File: src/rtl/arm_control_sequencer.sv
// Microsequencer for the ARM control unit: fetch/decode/execute stepping,
// datapath load strobes and the MFA/MOC memory handshake with a timeout watchdog.
//
// state | meaning
// ------+------------------------------------------------------------
//   0   | RESET       idle cycle after reset or bus error
//   1   | FETCH_ADDR  MAR <- PC
//   2   | FETCH_INC   PC <- PC+4, start instruction read
//   3   | FETCH_WAIT  wait for MOC, IR loads on MOC
//   4   | DECODE      jump to encoder state or retire
//  10   | DP_EXEC     register file and flags write
//  16   | LD_IMM      effective address to MAR
//  19   | LD_REG      effective address to MAR
//  20   | LD_WAIT     wait for MOC, MDR loads on MOC
//  21   | LD_WB       register file write-back
//  17   | ST_ADDR     address to MAR
//  22   | ST_DATA     store data to MDR
//  23   | ST_WAIT     write cycle, wait for MOC
module arm_control_sequencer #(
  parameter int MOC_TIMEOUT = 15
) (
  input  logic       clk_i,
  input  logic       reset_i,
  input  logic [7:0] enc_state_i,
  input  logic       cond_true_i,
  input  logic       moc_i,
  output logic [7:0] state_o,
  output logic       mar_ld_o,
  output logic       pc_ld_o,
  output logic       ir_ld_o,
  output logic       mdr_ld_o,
  output logic       rf_ld_o,
  output logic       flags_ld_o,
  output logic       mfa_o,
  output logic       rw_o,
  output logic       illegal_o,
  output logic       instr_done_o,
  output logic       bus_err_o
);

  localparam logic [7:0] S_RESET      = 8'd0;
  localparam logic [7:0] S_FETCH_ADDR = 8'd1;
  localparam logic [7:0] S_FETCH_INC  = 8'd2;
  localparam logic [7:0] S_FETCH_WAIT = 8'd3;
  localparam logic [7:0] S_DECODE     = 8'd4;
  localparam logic [7:0] S_DP_EXEC    = 8'd10;
  localparam logic [7:0] S_LD_IMM     = 8'd16;
  localparam logic [7:0] S_ST_ADDR    = 8'd17;
  localparam logic [7:0] S_LD_REG     = 8'd19;
  localparam logic [7:0] S_LD_WAIT    = 8'd20;
  localparam logic [7:0] S_LD_WB      = 8'd21;
  localparam logic [7:0] S_ST_DATA    = 8'd22;
  localparam logic [7:0] S_ST_WAIT    = 8'd23;

  localparam logic [3:0] WD_LAST = 4'(MOC_TIMEOUT - 1);

  logic [7:0] state_q, state_d;
  logic [3:0] wd_q, wd_d;
  logic       bus_err_q, bus_err_d;
  logic       in_wait, timeout;

  assign in_wait = (state_q == S_FETCH_WAIT) || (state_q == S_LD_WAIT) ||
                   (state_q == S_ST_WAIT);
  assign timeout = in_wait && !moc_i && (wd_q == WD_LAST);

  always_comb begin
    state_d      = S_RESET;
    wd_d         = 4'd0;
    bus_err_d    = bus_err_q;
    mar_ld_o     = 1'b0;
    pc_ld_o      = 1'b0;
    ir_ld_o      = 1'b0;
    mdr_ld_o     = 1'b0;
    rf_ld_o      = 1'b0;
    flags_ld_o   = 1'b0;
    mfa_o        = 1'b0;
    rw_o         = 1'b1;
    illegal_o    = 1'b0;
    instr_done_o = 1'b0;
    case (state_q)
      S_RESET:      state_d = S_FETCH_ADDR;
      S_FETCH_ADDR: begin
        mar_ld_o = 1'b1;
        state_d  = S_FETCH_INC;
      end
      S_FETCH_INC: begin
        pc_ld_o = 1'b1;
        mfa_o   = 1'b1;
        state_d = S_FETCH_WAIT;
      end
      S_FETCH_WAIT: begin
        mfa_o   = 1'b1;
        ir_ld_o = moc_i;
        state_d = moc_i ? S_DECODE : S_FETCH_WAIT;
      end
      S_DECODE: begin
        if (!cond_true_i) begin
          instr_done_o = 1'b1;
          state_d      = S_FETCH_ADDR;
        end else if (enc_state_i inside {S_DP_EXEC, S_LD_IMM, S_ST_ADDR, S_LD_REG}) begin
          state_d = enc_state_i;
        end else begin
          illegal_o    = 1'b1;
          instr_done_o = 1'b1;
          state_d      = S_FETCH_ADDR;
        end
      end
      S_DP_EXEC: begin
        rf_ld_o      = 1'b1;
        flags_ld_o   = 1'b1;
        instr_done_o = 1'b1;
        state_d      = S_FETCH_ADDR;
      end
      S_LD_IMM, S_LD_REG: begin
        mar_ld_o = 1'b1;
        state_d  = S_LD_WAIT;
      end
      S_LD_WAIT: begin
        mfa_o    = 1'b1;
        mdr_ld_o = moc_i;
        state_d  = moc_i ? S_LD_WB : S_LD_WAIT;
      end
      S_LD_WB: begin
        rf_ld_o      = 1'b1;
        instr_done_o = 1'b1;
        state_d      = S_FETCH_ADDR;
      end
      S_ST_ADDR: begin
        mar_ld_o = 1'b1;
        state_d  = S_ST_DATA;
      end
      S_ST_DATA: begin
        mdr_ld_o = 1'b1;
        state_d  = S_ST_WAIT;
      end
      S_ST_WAIT: begin
        mfa_o        = 1'b1;
        rw_o         = 1'b0;
        instr_done_o = moc_i;
        state_d      = moc_i ? S_FETCH_ADDR : S_ST_WAIT;
      end
      default: state_d = S_RESET;
    endcase
    // Every wait state is entered from a non-wait state, so leaving or
    // entering a wait both clear the counter; only a stall increments it.
    if (timeout) begin
      state_d   = S_RESET;
      bus_err_d = 1'b1;
    end else if (in_wait && !moc_i) begin
      wd_d = wd_q + 4'd1;
    end
  end

  always_ff @(posedge clk_i or posedge reset_i) begin
    if (reset_i) begin
      state_q   <= S_RESET;
      wd_q      <= 4'd0;
      bus_err_q <= 1'b0;
    end else begin
      state_q   <= state_d;
      wd_q      <= wd_d;
      bus_err_q <= bus_err_d;
    end
  end

  assign state_o   = state_q;
  assign bus_err_o = bus_err_q;

endmodule

File: config.mk
export PLATFORM = sky130hd
export DESIGN_NAME = arm_control_sequencer
export DESIGN_NICKNAME = d
export VERILOG_FILES = /design/src/rtl/arm_control_sequencer.sv
export SDC_FILE = /design/constraint.sdc
export NUM_CORES = 1
export LEC_CHECK = 0
export ABC_CLOCK_PERIOD_IN_PS = 1990
export CAP_MARGIN = 20
export CORE_MARGIN = 2
export CORE_UTILIZATION = 35
export CTS_BUF_LIST = sky130_fd_sc_hd__clkbuf_4 sky130_fd_sc_hd__clkbuf_8
export DETAILED_ROUTE_END_ITERATION = 6
export PLACE_DENSITY = 0.68
export SYNTH_ARGS = -nofsm -noshare
export SYNTH_HDL_FRONTEND = slang
export SYNTH_SLANG_ARGS = --single-unit
File: constraint.sdc
create_clock -name clk_i -period 1.99 [get_ports clk_i]
set_clock_uncertainty 0.1 [all_clocks]
set_input_delay 0.398 -clock clk_i [delete_from_list [all_inputs] [get_ports clk_i]]
set_output_delay 0.398 -clock clk_i [all_outputs]
set_load 0.01 [all_outputs]
# Yosys cells after proc, flatten, opt, wreduce, memory -nomap -nowiden
# Index checks and enable logic that the tools add are counted.
[word_totals]
reg_bits = 13
inputBits = 12
wordCells = 55
[op_classes]
addsub = 1
n_eq_ne = 17
n_mux = 22
n_reduce_logical = 12
[ops]
columns = ["operator", "count"]
rows = [
  ["equality test 8 x 5 -> 1 bit (second input constant)", 10],
  ["case mux 8 bit (10 select lines)", 1],
  ["two-way mux 8 bit", 3],
  ["equality test 8 x 2 -> 1 bit (second input constant)", 2],
  ["equality test 8 x 4 -> 1 bit (second input constant)", 2],
  ["two-way mux 1 bit", 12],
  ["equality test 8 x 1 -> 1 bit (second input constant)", 1],
  ["equality test 8 x 3 -> 1 bit (second input constant)", 1],
  ["zero test 8 bit", 1],
  ["two-way mux 4 bit", 2],
  ["OR reduction 4 bit", 2],
  ["two-way mux 5 bit", 1],
  ["adder 4 x 1 -> 4 bit (second input constant)", 1],
  ["equality test 4 bit (second input constant)", 1],
  ["nonzero test 4 bit", 1],
  ["OR reduction 2 bit", 2],
  ["two-way mux 3 bit", 1],
  ["case mux 1 bit (3 select lines)", 1],
  ["OR reduction 3 bit", 1],
  ["logical AND 1 bit", 2],
  ["logical OR 1 bit", 2],
  ["case mux 1 bit (2 select lines)", 1],
  ["zero test 1 bit", 1],
]

# Logic depth before layout (Yosys ltp)
[logic_depth]
word_depth = 6
ltp_mapped = 5
ltp_nobuf = 5

# Worst setup path before layout
# No wires, ideal clock.
[synth_path]
kind = "flip-flop to output port"
startpoint = "register state_q[4] (netlist: state_o[4])"
endpoint = "output port instr_done_o"
t_arrival_ns = 1.602
slack_ns = -0.110
stages_incl_launch_ff = 5
path_buffers = 0
cell_sequence = "dfrtp_1 or2_2 or3_1 a21oi_1 a211o_1"
[synth_between]
elab_chain_len = 3
elab_cells_between_ends = 6
[synth_rtl]
columns = ["item", "line", "text"]
rows = [
  ["start, declared", "57", "logic [7:0] state_q, state_d;"],
  ["start signal, assigned", "160", "state_q <= state_d;"],
  ["equality test 8 x 5 -> 1 bit / equality test 8 x 4 -> 1 bit (equally long branches)", "80", "case (state_q)"],
  ["OR reduction 2 bit (no line)", "--", ""],
  ["case mux 1 bit (3 select lines) (*)", "80", ""],
  ["end, declared", "37", "output logic instr_done_o,"],
]
# Every way passes the cells marked *; elsewhere a longest branch is shown, timed or not.

# Worst setup path in the final report
[layout_path]
startpoint = "register state_q[6] (netlist: state_o[6])"
endpoint = "output port instr_done_o"
# Same word-level chain as after synthesis.

==> out/results.tsv <==
metric	value	unit
yosysUniqueCellTypes	47	
syn-instance-count	113	
worstPathMaxFanout	6	
die_w	57.1	um
status	finished, violations left	
stdcell_area	1830	um^2
seq_area_frac_synth	32.9	%
placed_area	1620	um^2
drtPass1Iterations	4	
num_io_pins	31	
switching_power	130	uW
wl_per_cell	15.7	um
power.total	550	uW
hold_viol	0	
layout-drive-gt1-share	52.0	%
clockPowerShare	31.7	%
synth_area_per_cell	8.75	um^2
start_util	36.5	%
cts-root-buf	clkbuf_4	
swShare	23.6	%
register_area	328	um^2
ir_worst_vdd	0.330	mV
worstSkewPairLatency	0.27	ns
placement.setup.worst_slack	-0.795	ns
synth-main-ff-cell	dfrtp_1	
synth_edf_count	0	
grt_pass1_wl	5680	um
htree_levels	1	
startpoint_type	flip-flop	
fin_ws	-0.260	ns
antenna_found_initial	0	
critical_path_class	reg2out	
antenna_cells	0	
num_rows	19	
clock-sinks	13	
async_reset_ff_share	100	%
avgViaCountPerCell	5.33	
vias	1220	
fin_nets	213	
grt_max_degree	14	
p_comb_share	19.0	%
dp_hpwl	2480	um
numCtsBuffers	3	
cts_tree	built	
core-area	2710	um^2
final-setup-viol-count	19	
p_leak	0.834	nW
cp-end-kind	output port	
cp.required	1.49	ns
intPower	420	uW
max_freq	0.444	GHz
die_h	57.1	um
hp-class	in2async	
syn_area	988	um^2
violations	setup timing	
cts.clk_slew.worst_paths	0.08	ns
dp_cells	210	
num-fill-cells	231	
seqPwrFrac	49.3	%
cts_buffer_depth	2	
yosysWarnings	0	
multi_input_area	744	um^2
drtAntennaViolNets	0	
area_growth	85.4	%
grt_pass1_vias	1208	
fin_cells	229	
drc_errors	0	
cp.arrival	1.75	ns
ys_seq_elements	13	
wl	3590	um
portBuffers	30	
dieArea	3260	um^2
first_iter_violations	34	
fin_crit_sh	113	%
holdBufCountCts	0	
gp_congestion	0.950	
grt_setup_unrepaired	true	
period_needed	2.25	ns
gr-total-overflow	0	
power_density	300	nW/um^2
finalMaxSlewViolations	0	
drv_cap	0	
grt.total_usage	21.9	%
setup-tns-final	-2.34	ns
==> layout by cell type, fill, tap and decap left out, types with 2 or more instances in the layout <==
| master | netlist | layout |
|---|---|---|
| nor2b_1 | 3 | 3 |
| nor2_2 | 4 | 5 |
| or2_2 | 4 | 2 |
| clkdlybuf4s50_1 | 0 | 11 |
| or2_4 | 0 | 2 |
| nand4_1 | 2 | 2 |
| nand3_1 | 3 | 3 |
| a211o_1 | 2 | 2 |
| or4_4 | 1 | 2 |
| or3_4 | 1 | 4 |
| nand3b_1 | 2 | 2 |
| clkbuf_4 | 0 | 4 |
| nor3_1 | 5 | 2 |
| nor4_4 | 1 | 2 |
| a211oi_2 | 0 | 3 |
| ha_1 | 2 | 2 |
| o21ai_0 | 6 | 5 |
| buf_6 | 2 | 6 |
| conb_1 | 1 | 3 |
| nand2_1 | 8 | 8 |
| xnor2_1 | 2 | 2 |
| inv_1 | 5 | 5 |
| a21oi_1 | 3 | 2 |
| a21oi_4 | 0 | 2 |
| dfrtp_2 | 0 | 2 |
| nor3_2 | 0 | 3 |
| dfrtp_1 | 13 | 11 |
| dlygate4sd2_1 | 0 | 8 |
| nand2b_1 | 5 | 5 |
| buf_4 | 0 | 49 |
| buf_2 | 0 | 9 |
| nor2_1 | 7 | 5 |
==> synthesized netlist by cell type (3+ instances only) <==
cell type  count  area [um^2]
inv_1          5         18.8
nor3_1         5         25.0
nand3_1        3         15.0
clkbuf_1       3         11.3
a21oi_1        3         15.0
nor2_2         4         25.0
or2_2          4         25.0
o21ai_0        6         30.0
a211oi_1       3         22.5
nor2_1         7         26.3
nand2_1        8         30.0
dfrtp_1       13          325
nand2b_1       5         31.3
nor2b_1        3         18.8
==> critical path, cell delays in order, from the launching register on <==
cell     delay [ns]
dfrtp_1        0.40
buf_6          0.12
or3_4          0.38
nor4_4         0.19
buf_4          0.17
a211o_1        0.11
buf_2          0.12
==> state kept, by name, summed over array words and instances (netlist names) <==
register,flops
bus_err_o,1
state_o,8
wd_q,4
==> area by class of cell <==
class                      instances  area share [%]
tap                               31            2.12
timing repair buffer              84            36.7
sequential                        13            17.9
inverter                           5            1.02
multi-input combinational         92            40.6
clock buffer                       4            1.64
==> layer usage <==
metal  GRT usage (%)  wire length [um]  share of wire (%)  vias to the layer above
met5               0                 0                  0                        -
met4            5.65                50                1.4                        0
met3           0.907               114                3.2                        6
met2            40.6              1960                 55                       29
met1            28.0              1460                 41                      600
li1                -                 -                  -                      585
==> metrics by stage <==
step	utilization [%]	hold WS [ns]
6_report	67.6	0.332
5_1_grt	67.6	0.385
4_1_cts	65.1	0.342
3_5_place_dp	59.8	0.370
3_3_place_gp	59.8	0.349
2_1_floorplan	-	0.175
==> power by group through the flow <==
stage / Combinational, mW / Sequential [mW] / Clock, mW
detailed placement: 0.0903 / 0.276 / 0
CTS: 0.102 / 0.271 / 0.181
global placement: 0.0874 / 0.276 / 0
floorplan: 0.0248 / 0.279 / 0
finish: 0.105 / 0.271 / 0.174
global route: 0.113 / 0.272 / 0.185
==> worst paths after layout <==
check	start	endpoint	slack (ns)	cells past startpoint
hold reg to reg	wd_q[0]	wd_q[0]	0.39	1
max in group asynchronous	reset_i	state_o[4]	1.11	2
hold / removal	reset_i	state_o[1]	0.33	2
min in group clk_i	wd_q[0]	wd_q[0]	0.39	1
setup reg to reg	state_o[3]	state_o[4]	-0.10	6
setup / recovery	state_o[6]	instr_done_o	-0.26	6
==> timing repair <==
| action | 4_1_cts | 5_1_grt |
|---|---|---|
| cloned | 0 | 0 |
| resized for setup | 72 | 6 |
| buffers inserted | 9 | 6 |
| pin swaps | 19 | 6 |
| endpoints found under the setup margin | 20 | 20 |
==> cells by family after synthesis <==
group / synth area share (%)
DFF: 32.9
and+or+nand+nor: 36.7
AOI/OAI and AO/OA: 18.5
buffers and inverters: 5.32
xor gates and xnor gates: 2.66
other: 0.379
adders and majority gates: 3.54
No activity file was read; power rests on OpenSTA's default activity.
